`config.mk`:
```
export PLATFORM = sky130hd
export DESIGN_NAME = scan_controller
export DESIGN_NICKNAME = d
export VERILOG_FILES = /design/src/rtl/scan_controller.sv
export SDC_FILE = /design/constraint.sdc
export NUM_CORES = 1
export LEC_CHECK = 0
export ABC_CLOCK_PERIOD_IN_PS = 2950
export BUFFER_PORTS_ARGS = -buffer_cell sky130_fd_sc_hd__buf_4
export CAP_MARGIN = 25
export CELL_PAD_IN_SITES_DETAIL_PLACEMENT = 2
export CELL_PAD_IN_SITES_GLOBAL_PLACEMENT = 2
export CORE_UTILIZATION = 33
export CTS_CLUSTER_DIAMETER = 60
export CTS_CLUSTER_SIZE = 40
export DETAILED_ROUTE_END_ITERATION = 10
export PLACE_DENSITY_LB_ADDON = 0.1
export SYNTH_ARGS = -nofsm -noshare
export SYNTH_HDL_FRONTEND = slang
export SYNTH_SLANG_ARGS = --single-unit
```
`constraint.sdc`:
```
create_clock -name clk -period 2.95 [get_ports clk]
set_clock_uncertainty 0.2 [all_clocks]
set_input_delay 0.59 -clock clk [delete_from_list [all_inputs] [get_ports clk]]
set_output_delay 0.59 -clock clk [all_outputs]
set_load 0.005 [all_outputs]
```
`src/rtl/scan_controller.sv`:
```
`default_nettype none
// ---------------------------------------------------------------------------
// scan_controller : 4-digit 7-segment time-multiplex scheduler with PWM
// Rev 1.0
// ---------------------------------------------------------------------------
module scan_controller #(
    parameter int SLOT_CYCLES  = 18,
    parameter int BLANK_CYCLES = 2
) (
    input  logic       clk,
    input  logic       reset_n,
    input  logic       enable,
    input  logic [3:0] digit_mask,
    input  logic [3:0] brightness,
    output logic [3:0] an,
    output logic [1:0] digit_sel,
    output logic       blank,
    output logic       frame_done
);

    localparam int CW = $clog2(SLOT_CYCLES);
    localparam logic [CW-1:0] LAST_CNT  = CW'(SLOT_CYCLES - 1);
    localparam logic [CW-1:0] BLANK_CNT = CW'(BLANK_CYCLES);

    typedef enum logic [1:0] {
        IDLE  = 2'd0,
        BLANK = 2'd1,
        ON    = 2'd2,
        OFF   = 2'd3
    } state_t;

    state_t        state, nstate;
    logic [CW-1:0] cnt, ncnt;
    logic [3:0]    mask_q, nmask;
    logic [3:0]    bright_q, nbright;
    logic [1:0]    nsel;
    logic          nfd;
    logic          slot_start;
    logic          keep_going;

    // First set bit of m strictly after 'from', wrapping 3->0 (may return 'from')
    function automatic logic [1:0] next_digit(input logic [3:0] m, input logic [1:0] from);
        logic [1:0] r;
        logic [1:0] idx;
        r = from;
        for (int i = 4; i >= 1; i--) begin
            idx = 2'(int'(from) + i);
            if (m[idx]) r = idx;
        end
        return r;
    endfunction

    function automatic logic [1:0] top_digit(input logic [3:0] m);
        logic [1:0] r;
        r = 2'd0;
        for (int i = 0; i < 4; i++) begin
            if (m[i]) r = 2'(i);
        end
        return r;
    endfunction

    always_comb begin
        nstate     = state;
        ncnt       = cnt;
        nmask      = mask_q;
        nbright    = bright_q;
        nsel       = digit_sel;
        nfd        = 1'b0;
        slot_start = 1'b0;
        keep_going = enable && (digit_mask != 4'd0);

        if (state == IDLE) begin
            slot_start = keep_going;
        end else if (cnt == LAST_CNT) begin
            if (keep_going) slot_start = 1'b1;
            else            nstate     = IDLE;
            ncnt = '0;
        end else begin
            ncnt = cnt + 1'b1;
            if (ncnt < BLANK_CNT)                        nstate = BLANK;
            else if (ncnt < BLANK_CNT + CW'(bright_q))   nstate = ON;
            else                                         nstate = OFF;
        end

        if (slot_start) begin
            nstate  = BLANK;
            ncnt    = '0;
            nmask   = digit_mask;
            nbright = brightness;
            // From IDLE the search starts after digit 3, i.e. at the lowest set bit
            nsel    = next_digit(digit_mask, (state == IDLE) ? 2'd3 : digit_sel);
        end

        // Suppress the pulse when the frame is about to stop at this slot's end
        nfd = (nstate != IDLE) && (ncnt == LAST_CNT) && (nsel == top_digit(nmask)) && keep_going;
    end

    always_ff @(posedge clk) begin
        if (!reset_n) begin
            state      <= IDLE;
            cnt        <= '0;
            mask_q     <= 4'd0;
            bright_q   <= 4'd0;
            digit_sel  <= 2'd0;
            an         <= 4'hF;
            blank      <= 1'b1;
            frame_done <= 1'b0;
        end else begin
            state      <= nstate;
            cnt        <= ncnt;
            mask_q     <= nmask;
            bright_q   <= nbright;
            digit_sel  <= nsel;
            an         <= (nstate == ON) ? ~(4'b0001 << nsel) : 4'hF;
            blank      <= (nstate != ON);
            frame_done <= nfd;
        end
    end

endmodule
`default_nettype wire
```
==> run metrics, run 1 <==
status finished clean; CP required between 2 and 3 ns; Antenna diodes 0; largest net degree at the start of global routing 14; cell mode on critical path nand3_1; total track usage between 20% and 30%; Initial DRC Count 28; final setup vio count 0; Netlist cell types 46; FFs w/ async S/R, synth 0%; synth warn 0; CP cell instances nand3_1 -> xor2_2 -> inv_1 -> ha_1 -> a21o_1 -> o31ai_2 -> nand3_1 -> nor2_1 -> nand2_1; critical setup path kind reg -> reg; Crit path depth 9; Root Driver clkbuf_8; hold path cells 2; EDFF count, synth 0; reg2reg start cnt[2]$_SDFF_PN0_; setup TNS 0 ns; PwrDens around 550 nW/um2; pins over their slew limit 0; cts hold-fix bufs 0; Seq/Total Area, Yosys 33.36%; Worst Hold Class reg -> reg; cell area after synthesis 1320 um2; Final Core Density between 40% and 50%; clk buf depth 2; multi-input gate area in the final layout 815.8 um2; unrepaired setup endpoints after global routing false; CP Capture Type flop; Slew HR slightly below 50%; Area growth, synth to finish 18.20%; initial core utilization between 30% and 40%; die footprint 4257 um2; Via density ~5.5; slowest CP cell dfxtp_1; routed length per placed instance 17.92 um; syn_area_per_cell ~8.5 um2; launching element type of the critical path flop; commonest non-fill, non-tap cells in the layout dfxtp_1, nor2_1, buf_4; initial antenna violation count 0; H-tree depth 1; CTS Buf Count 3; arrival time of the worst setup path 2.64 ns; R2R setup slack 0.27 ns; Die Y roughly 65 um; LEAKAGE 0.6446 nW; Worst path max stage delay between 0.5 and 0.6 ns; worst skew pair latency around 0.28 ns; total power roughly 850 uW; # nets final 188; Die Wd ~65 um; Synth Register Bits 22; Hold Path End bright_q[0]$_SDFFE_PN0N_; antenna-violating nets left 0; DRC 0; most common cell after layout, fill and taps aside dfxtp_1; Top Family by Delay on Critical Path simple AND/OR/NAND/NOR gates; total grt overflow 0; clk sinks 22; Port Buffers 18; register area between 400 and 500 um2; vias in the first global route ~1.2k; Mapped Nets 172; CTS tree yes; layout cells sized above 1 17.65%; Slew @ Worst Pin between 0.7 and 0.8 ns; first-pass GRT wire length between 6000 and 7000 um; GPL Wtd Cong between 0.7 and 0.8; detailed placer's ending HPWL between 2000 and 3000 um; buffers and inverters on the worst path 1; row count 22; CTS clock-pin slew for the worst setup and hold paths 0.09 ns; synthesized instance count ~160; Reg2Reg Depth 9; hold_sp bright_q[0]$_SDFFE_PN0N_; DR pass1 iterations 4; final period utilization slightly above 90%; Crit Reg-Reg Endpoint an[1]$_SDFF_PN1_; main flop type after synthesis dfxtp_1; endpoints failing hold 0; core area roughly 3700 um2; Fillers between 400 and 500; f_max around 0.37 GHz; max_cap viols 0; minimum clock period after layout about 2.7 ns; Routed WL about 3900 um; I/O pin count 19; worst vdd ir 0.1819 mV; Via Count ~1.2k; largest fanout on the critical path 9
[cell type report]
cell class,count,share of cell area [%]
well taps,48,3.849
flip-flops and latches,22,28.23
clock inverters,1,1.925
clock buffers,3,2.646
repair buffers,19,9.142
inverters,8,1.925
multi-input cells,117,52.29
[layer usage]
layer / routed length (um) / up-vias / GRT usage (%)
li1: - / 584 / -
met1: 1781 / 578 / 24.79
met2: 1937 / 20 / 34.79
met3: 119 / 7 / 4.514
met4: 68 / 0 / 8.967
met5: 0 / - / 0
[cell usage after synthesis, types with 2 or more instances]
| master | n | area, um2 |
|---|---|---|
| nand3_1 | 8 | 40.04 |
| xnor2_1 | 4 | 35.03 |
| dfxtp_1 | 22 | 440.4 |
| a21oi_1 | 13 | 65.06 |
| inv_1 | 8 | 30.03 |
| nand2_1 | 8 | 30.03 |
| clkbuf_1 | 2 | 7.510 |
| nand2b_1 | 5 | 31.28 |
| buf_2 | 4 | 20.02 |
| o211ai_1 | 2 | 15.01 |
| nor3_1 | 2 | 10.01 |
| xor2_1 | 4 | 35.03 |
| o21ai_0 | 4 | 20.02 |
| and3b_1 | 2 | 17.52 |
| ha_1 | 6 | 75.07 |
| mux2i_1 | 8 | 80.08 |
| a32o_1 | 2 | 20.02 |
| nor2_1 | 21 | 78.83 |
| and2_1 | 3 | 18.77 |
[flip-flops by register name, summed over array words and instances (netlist names)]
| signal | cells |
|---|---|
| digit_sel | 2 |
| mask_q | 3 |
| blank | 1 |
| cnt | 5 |
| frame_done | 1 |
| bright_q | 4 |
| state | 2 |
| an | 4 |
[through the flow]
stage / hold slack [ns] / cells / setup WS (ns) / area (um2)
2_1_floorplan: 0.2550 / 155 / 0.6501 / 1320
3_3_place_gp: 0.2770 / 214 / 0.1339 / 1476
3_5_place_dp: 0.2866 / 214 / 0.07120 / 1476
4_1_cts: 0.3080 / 218 / 0.01887 / 1548
5_1_grt: 0.3277 / 218 / 0.05298 / 1560
6_report: 0.2965 / 218 / 0.2717 / 1560
[how the worst max path moves through the flow]
stage	end	slack [ns]	startpoint
final	an[1]$_SDFF_PN1_	0.27	cnt[2]$_SDFF_PN0_
after global routing	an[1]$_SDFF_PN1_	0.05	cnt[2]$_SDFF_PN0_
after CTS	an[1]$_SDFF_PN1_	0.02	cnt[2]$_SDFF_PN0_
after detailed placement	an[1]$_SDFF_PN1_	0.07	cnt[2]$_SDFF_PN0_
after global placement	an[1]$_SDFF_PN1_	0.13	cnt[2]$_SDFF_PN0_
after floorplan	an[1]$_SDFF_PN1_	0.65	cnt[2]$_SDFF_PN0_
[power by group]
group	switching (mW)	internal [mW]	leakage, nW	total [mW]
clock network	0.109	0.182	0.0357	0.290
logic	0.123	0.0939	0.429	0.216
registers	0.0286	0.317	0.180	0.345
[what timing repair did]
action	4_1_cts	5_1_grt
endpoints found under the setup margin	0	5
resized for setup	0	3
setup buffers	0	0
[tightest hold or removal path, cell delays in order (launching register included)]
cell and delay [ns]:
dfxtp_1 0.33, mux2i_1 0.06, nor2_1 0.07
[logic make-up (layout without fill, tap and decap cells)]
logic type      Yosys count  in the layout  synth area share [%]
mux                       8              8                 6.067
simple gates             55             55                 21.04
xor+xnor                  8              8                 5.308
buf+inv                  16             31                 5.783
compound gates           40             40                 22.75
flops                    22             22                 33.36
fa+ha+maj                 6              6                 5.687
(Power assumes the default switching activity.)
==> run 2, diff against run 1 <==
RECOVER_POWER = 100   (was not set)
==> run 2 against run 1 <==
  * Non-clock buffer count unchanged
  * Utilization shrank 0.67 points
  * Combinational power down 2%
  * Global-route usage is the same
  * Largest cell class unchanged
==> run metrics, run 2 (synthesis gave the netlist of run 1 again) <==
Initial DRC Count 34 (+21%); final period utilization 92.05% (+1.3 points); Setup Buffers After CTS 0 (unchanged); final setup vio count 0 (unchanged); total grt overflow 0 (unchanged); non-filler cells in the finished layout 218 (unchanged); worst setup margin 0.2346 ns (-0.03715 ns); Antenna diodes 0 (unchanged); Port Buffers 18 (unchanged); initial core utilization 35.26% (unchanged); die footprint 4257 um2 (unchanged); clk buf depth 2 (unchanged); Critical Path Source digit_mask[3]; antenna-violating nets left 0 (unchanged); CP required 2.90 ns (about the same); largest fanout on the critical path 12 (+3); hold path cells 2 (unchanged); setup TNS 0 ns (unchanged); vias in the first global route 1,232 (unchanged); Reg2Reg Depth 9 (unchanged); Crit Reg-Reg Endpoint an[1]$_SDFF_PN1_; clk sinks 22 (unchanged); critical setup path kind in -> reg; R2R setup slack 0.30 ns (+0.03 ns); initial antenna violation count 0 (unchanged); CTS clock-pin slew for the worst setup and hold paths 0.09 ns (about the same); minimum clock period after layout 2.715 ns (+0.03715 ns); worst skew pair latency 0.27 ns (about the same); arrival time of the worst setup path 2.67 ns (+0.03 ns); Slew HR 31.79% (-17 points); pins over their slew limit 0 (unchanged); slowest CP cell o41ai_1; commonest non-fill, non-tap cells in the layout dfxtp_1, nor2_1, a21oi_1; layout cells sized above 1 16.47% (-1.2 points); endpoints failing hold 0 (unchanged); worst vdd ir 0.1811 mV (-0.46%); CTS Buf Count 3 (unchanged); Via Count 1,216 (+2.3%); total track usage 20.58% (unchanged); CTS tree yes; largest net degree at the start of global routing 14 (unchanged); Die Wd 65.25 um (unchanged); first-pass GRT wire length 6354 um (unchanged); placed instance count 214 (unchanged); Hold Path End bright_q[0]$_SDFFE_PN0N_; Area growth, synth to finish 16.30%; Worst Hold Class reg -> reg; GPL Wtd Cong 0.7697 (unchanged); launching element type of the critical path primary input; # nets final 188 (unchanged); Slew @ Worst Pin 1.010 ns (+0.2379 ns); status finished clean; row count 22 (unchanged); Top reg by flops cnt; CP Capture Type flop; DR pass1 iterations 4 (unchanged); most common cell after layout, fill and taps aside dfxtp_1; Die Y 65.25 um (unchanged); core area 3744 um2 (unchanged); Worst path max stage delay 0.92 ns (+0.41 ns); number of flip-flops under the largest register name 5 (unchanged); hold_sp bright_q[0]$_SDFFE_PN0N_; max_cap viols 0 (unchanged); biggest regs cnt: 5 flops, an: 4 flops, bright_q: 4 flops; DRC 0 (unchanged); routed length per placed instance 17.83 um (-0.51%); pre-CTS WS 0.07120 ns (unchanged); reg2reg start cnt[2]$_SDFF_PN0_; f_max 0.3683 GHz (-1.4%); detailed placer's ending HPWL 2929 um (unchanged); Via density 5.578 (+2.3%); unrepaired setup endpoints after global routing false; I/O pin count 19 (unchanged); PwrDens 550.8 nW/um2 (+0.85%); Root Driver clkbuf_8; CP cell instances buf_4 -> o41ai_1 -> a21oi_2 -> a41oi_1 -> and4_1 -> nand2_1; H-tree depth 1 (unchanged); Routed WL 3886 um (-0.51%); LEAKAGE 0.6334 nW (-1.7%)
[run 2: area by class of cell]
cell class,count,area (um2)
clock inverter,1,30.03
multi-input combinational,117,790.8
fill,444,2208
tap,48,60.06
inverter,8,30.03
timing repair buffer,19,142.6
sequential,22,440.4
clock buffer,3,41.29
[run 2: worst max path at each step]
stage,depth (start not counted),slack (ns),to
floorplan,10,0.65,an[1]$_SDFF_PN1_
global placement,9,0.13,an[1]$_SDFF_PN1_
detailed placement,9,0.07,an[1]$_SDFF_PN1_
CTS,9,0.02,an[1]$_SDFF_PN1_
global route,6,0.07,an[3]$_SDFF_PN1_
finish,6,0.23,an[3]$_SDFF_PN1_
[run 2: power breakdown]
part           leakage (nW)  internal, mW  total (mW)  switching, mW
Combinational         0.418        0.0913       0.211          0.119
Sequential            0.180         0.317       0.345         0.0283
Clock                0.0357         0.182       0.290          0.108
Total                 0.633         0.590       0.846          0.256
[run 2: through the flow]
step / util [%] / power [mW] / area, um2 / hold WS [ns]
final: 41.01 / 0.8456 / 1535 / 0.2957
after global placement: 39.44 / 0.5585 / 1476 / 0.2770
after floorplan: - / 0.4956 / 1320 / 0.2550
after detailed placement: 39.44 / 0.5673 / 1476 / 0.2866
after global routing: 41.01 / 0.8930 / 1535 / 0.3278
after CTS: 41.34 / 0.8574 / 1548 / 0.3080
[run 2: worst max-delay path: cells and delay by family]
| family | cells | cell delay [ns] |
|---|---|---|
| AOI/OAI and AO/OA | 3 | 1.60 |
| and+or+nand+nor | 2 | 0.34 |
| buffers and inverters | 1 | 0.14 |
[run 2: layer usage]
layer / wire [um] / vias up / part of all wire (%) / global-route usage, %
met4: 93 / 0 / 2.4 / 8.967
met1: 1739 / 590 / 45 / 24.79
li1: - / 582 / - / -
met2: 1904 / 33 / 49 / 34.79
met5: 0 / - / 0 / 0
met3: 149 / 11 / 3.8 / 4.514
[run 2: repair_timing]
item                       in CTS  in global routing
setup endpoints to repair       0                  5
hold buffers                    0                  0
gates resized for setup         0                  3
==> run 3, diff against run 2 <==
CORE_MARGIN = 2   (was not set)
SLEW_MARGIN = 20   (was not set)
==> run 3 against run 2 <==
  * Register-to-register slack got worse by 0.03 ns
  * Total power increased by 0.48%
  * Largest power group unchanged
  * Hold slack improved by 0.025 ns
  * Critical endpoint is now an[1]$_SDFF_PN1_
==> run metrics, run 3 (synthesis gave the netlist of run 1 again) <==
Fillers 432 (-2.7%); Routed WL 3817 um (-1.8%); reg2reg start cnt[2]$_SDFF_PN0_; detailed placer's ending HPWL 2919 um (-0.33%); Worst Hold Class reg -> reg; largest fanout on the critical path 9 (-3); Initial DRC Count 62 (+82%); CTS tree yes; H-tree depth 1 (unchanged); non-filler cells in the finished layout 218 (unchanged); Net Sw Power 259.0 uW (+1.1%); initial core utilization 35.26% (unchanged); antenna-violating nets left 0 (unchanged); R2R setup slack 0.27 ns (-0.03 ns); Die Y 67.25 um (+3.1%); DRC 0 (unchanged); pins over their slew limit 0 (unchanged); unrepaired setup endpoints after global routing false; setup TNS 0 ns (unchanged); placed instance count 214 (unchanged); Slew @ Worst Pin 0.7411 ns (-0.2689 ns); Gate power share 24.9% (about the same); clk buf depth 2 (unchanged); pre-CTS WS 0.05012 ns (-0.02108 ns); Reg2Reg Depth 9 (unchanged); max_cap viols 0 (unchanged); power share of the clock group 34.4% (about the same); sequential fraction of design power 40.7% (about the same); most common cell after layout, fill and taps aside dfxtp_1; first-pass GRT wire length 6437 um (+1.3%); worst vdd ir 0.2503 mV (+38%); Slew HR 50.59% (+19 points); LEAKAGE 0.6425 nW (+1.4%); vias in the first global route 1,306 (+6.0%); Antenna diodes 0 (unchanged); Hold Path End mask_q[1]$_SDFF_PN0_; worst setup margin 0.2655 ns (+0.03093 ns); hold_sp mask_q[1]$_SDFF_PN0_; routed length per placed instance 17.51 um (-1.8%); hold_ws 0.3207 ns (+0.02502 ns); launching element type of the critical path flop; minimum clock period after layout 2.684 ns (-0.03093 ns); row count 22 (unchanged); CTS clock-pin slew for the worst setup and hold paths 0.09 ns (about the same); endpoints failing hold 0 (unchanged); initial antenna violation count 0 (unchanged); core area 3744 um2 (unchanged); clk sinks 22 (unchanged); Area growth, synth to finish 17.73%; Top reg by flops cnt; total grt overflow 0 (unchanged); commonest non-fill, non-tap cells in the layout dfxtp_1, nor2_1, a21oi_1; Port Buffers 18 (unchanged); Via Count 1,192 (-2.0%); DR pass1 iterations 4 (unchanged); CTS Buf Count 3 (unchanged); Setup Buffers After CTS 0 (unchanged); Internal Dissipation 590.7 uW (+0.19%); status finished clean; CP required 2.91 ns (about the same); Crit Reg-Reg Endpoint an[1]$_SDFF_PN1_; Sw Ratio 30.48% (+0.20 points); arrival time of the worst setup path 2.64 ns (-0.03 ns); CP Capture Type flop; total track usage 19.57% (-1.0 points); Die Wd 67.25 um (+3.1%); Via density 5.468 (-2.0%); f_max 0.3725 GHz (+1.2%); number of flip-flops under the largest register name 5 (unchanged); hold path cells 2 (unchanged); Root Driver clkbuf_8; final setup vio count 0 (unchanged); biggest regs cnt: 5 flops, an: 4 flops, bright_q: 4 flops; critical setup path kind reg -> reg; die footprint 4522 um2 (+6.2%); I/O pin count 19 (unchanged); final period utilization 91.00% (-1.0 points); largest net degree at the start of global routing 14 (unchanged); layout cells sized above 1 17.06% (+0.59 points); GPL Wtd Cong 0.8115 (+5.4%); PwrDens 546.8 nW/um2 (-0.73%); # nets final 188 (unchanged); worst skew pair latency 0.27 ns (about the same)
-- run 3: worst max path at each step --
stage                            end               from  cells past startpoint
floorplan           an[1]$_SDFF_PN1_  cnt[2]$_SDFF_PN0_                     10
global placement    an[1]$_SDFF_PN1_  cnt[2]$_SDFF_PN0_                      9
detailed placement  an[1]$_SDFF_PN1_  cnt[2]$_SDFF_PN0_                      9
CTS                 an[1]$_SDFF_PN1_  cnt[2]$_SDFF_PN0_                      9
global route        an[1]$_SDFF_PN1_  cnt[2]$_SDFF_PN0_                      9
finish              an[1]$_SDFF_PN1_  cnt[2]$_SDFF_PN0_                      9
-- run 3: power groups by stage --
stage,clock (mW),combinational [mW],sequential (mW)
floorplan,0,0.159,0.336
global placement,0,0.206,0.350
detailed placement,0,0.213,0.353
CTS,0.300,0.216,0.346
global route,0.312,0.241,0.350
finish,0.293,0.211,0.346
-- run 3: cell type report --
| type | instances | area, um2 | area share [%] |
|---|---|---|---|
| Clock buffer | 3 | 41.29 | 2.657 |
| Tap cell | 48 | 60.06 | 3.865 |
| Clock inverter | 1 | 30.03 | 1.932 |
| Sequential cell | 22 | 440.4 | 28.34 |
| Multi-Input combinational cell | 117 | 809.5 | 52.09 |
| Inverter | 8 | 30.03 | 1.932 |
| Timing Repair Buffer | 19 | 142.6 | 9.179 |
-- run 3: through the flow --
step                      utilization, %  power, mW  area (um2)
final                              41.51     0.8497        1554
after global placement             39.44     0.5559        1476
after CTS                          41.34     0.8619        1548
after detailed placement           39.44     0.5664        1476
after floorplan                        -     0.4956        1320
after global routing               41.51     0.9027        1554
-- run 3: per-layer routing --
metal	vias to the layer above	track usage, %	part of all wire (%)
met1	584	23.04	44
met5	-	0	0
li1	583	-	-
met3	6	3.667	3.4
met2	19	34.53	50
met4	0	8.418	1.9
-- run 3: critical path: stages, from the launching register on --
cell     delay [ns]
dfxtp_1        0.52
nand3_1        0.18
xor2_2         0.26
inv_1          0.12
ha_1           0.33
a21o_1         0.19
o31ai_2        0.34
nand3_1        0.16
nor2_1         0.18
nand2_1        0.07
-- run 3: what timing repair did --
item | CTS | global route
endpoints found under the setup margin | 0 | 5
gates resized for setup | 0 | 3
hold buffers | 0 | 0
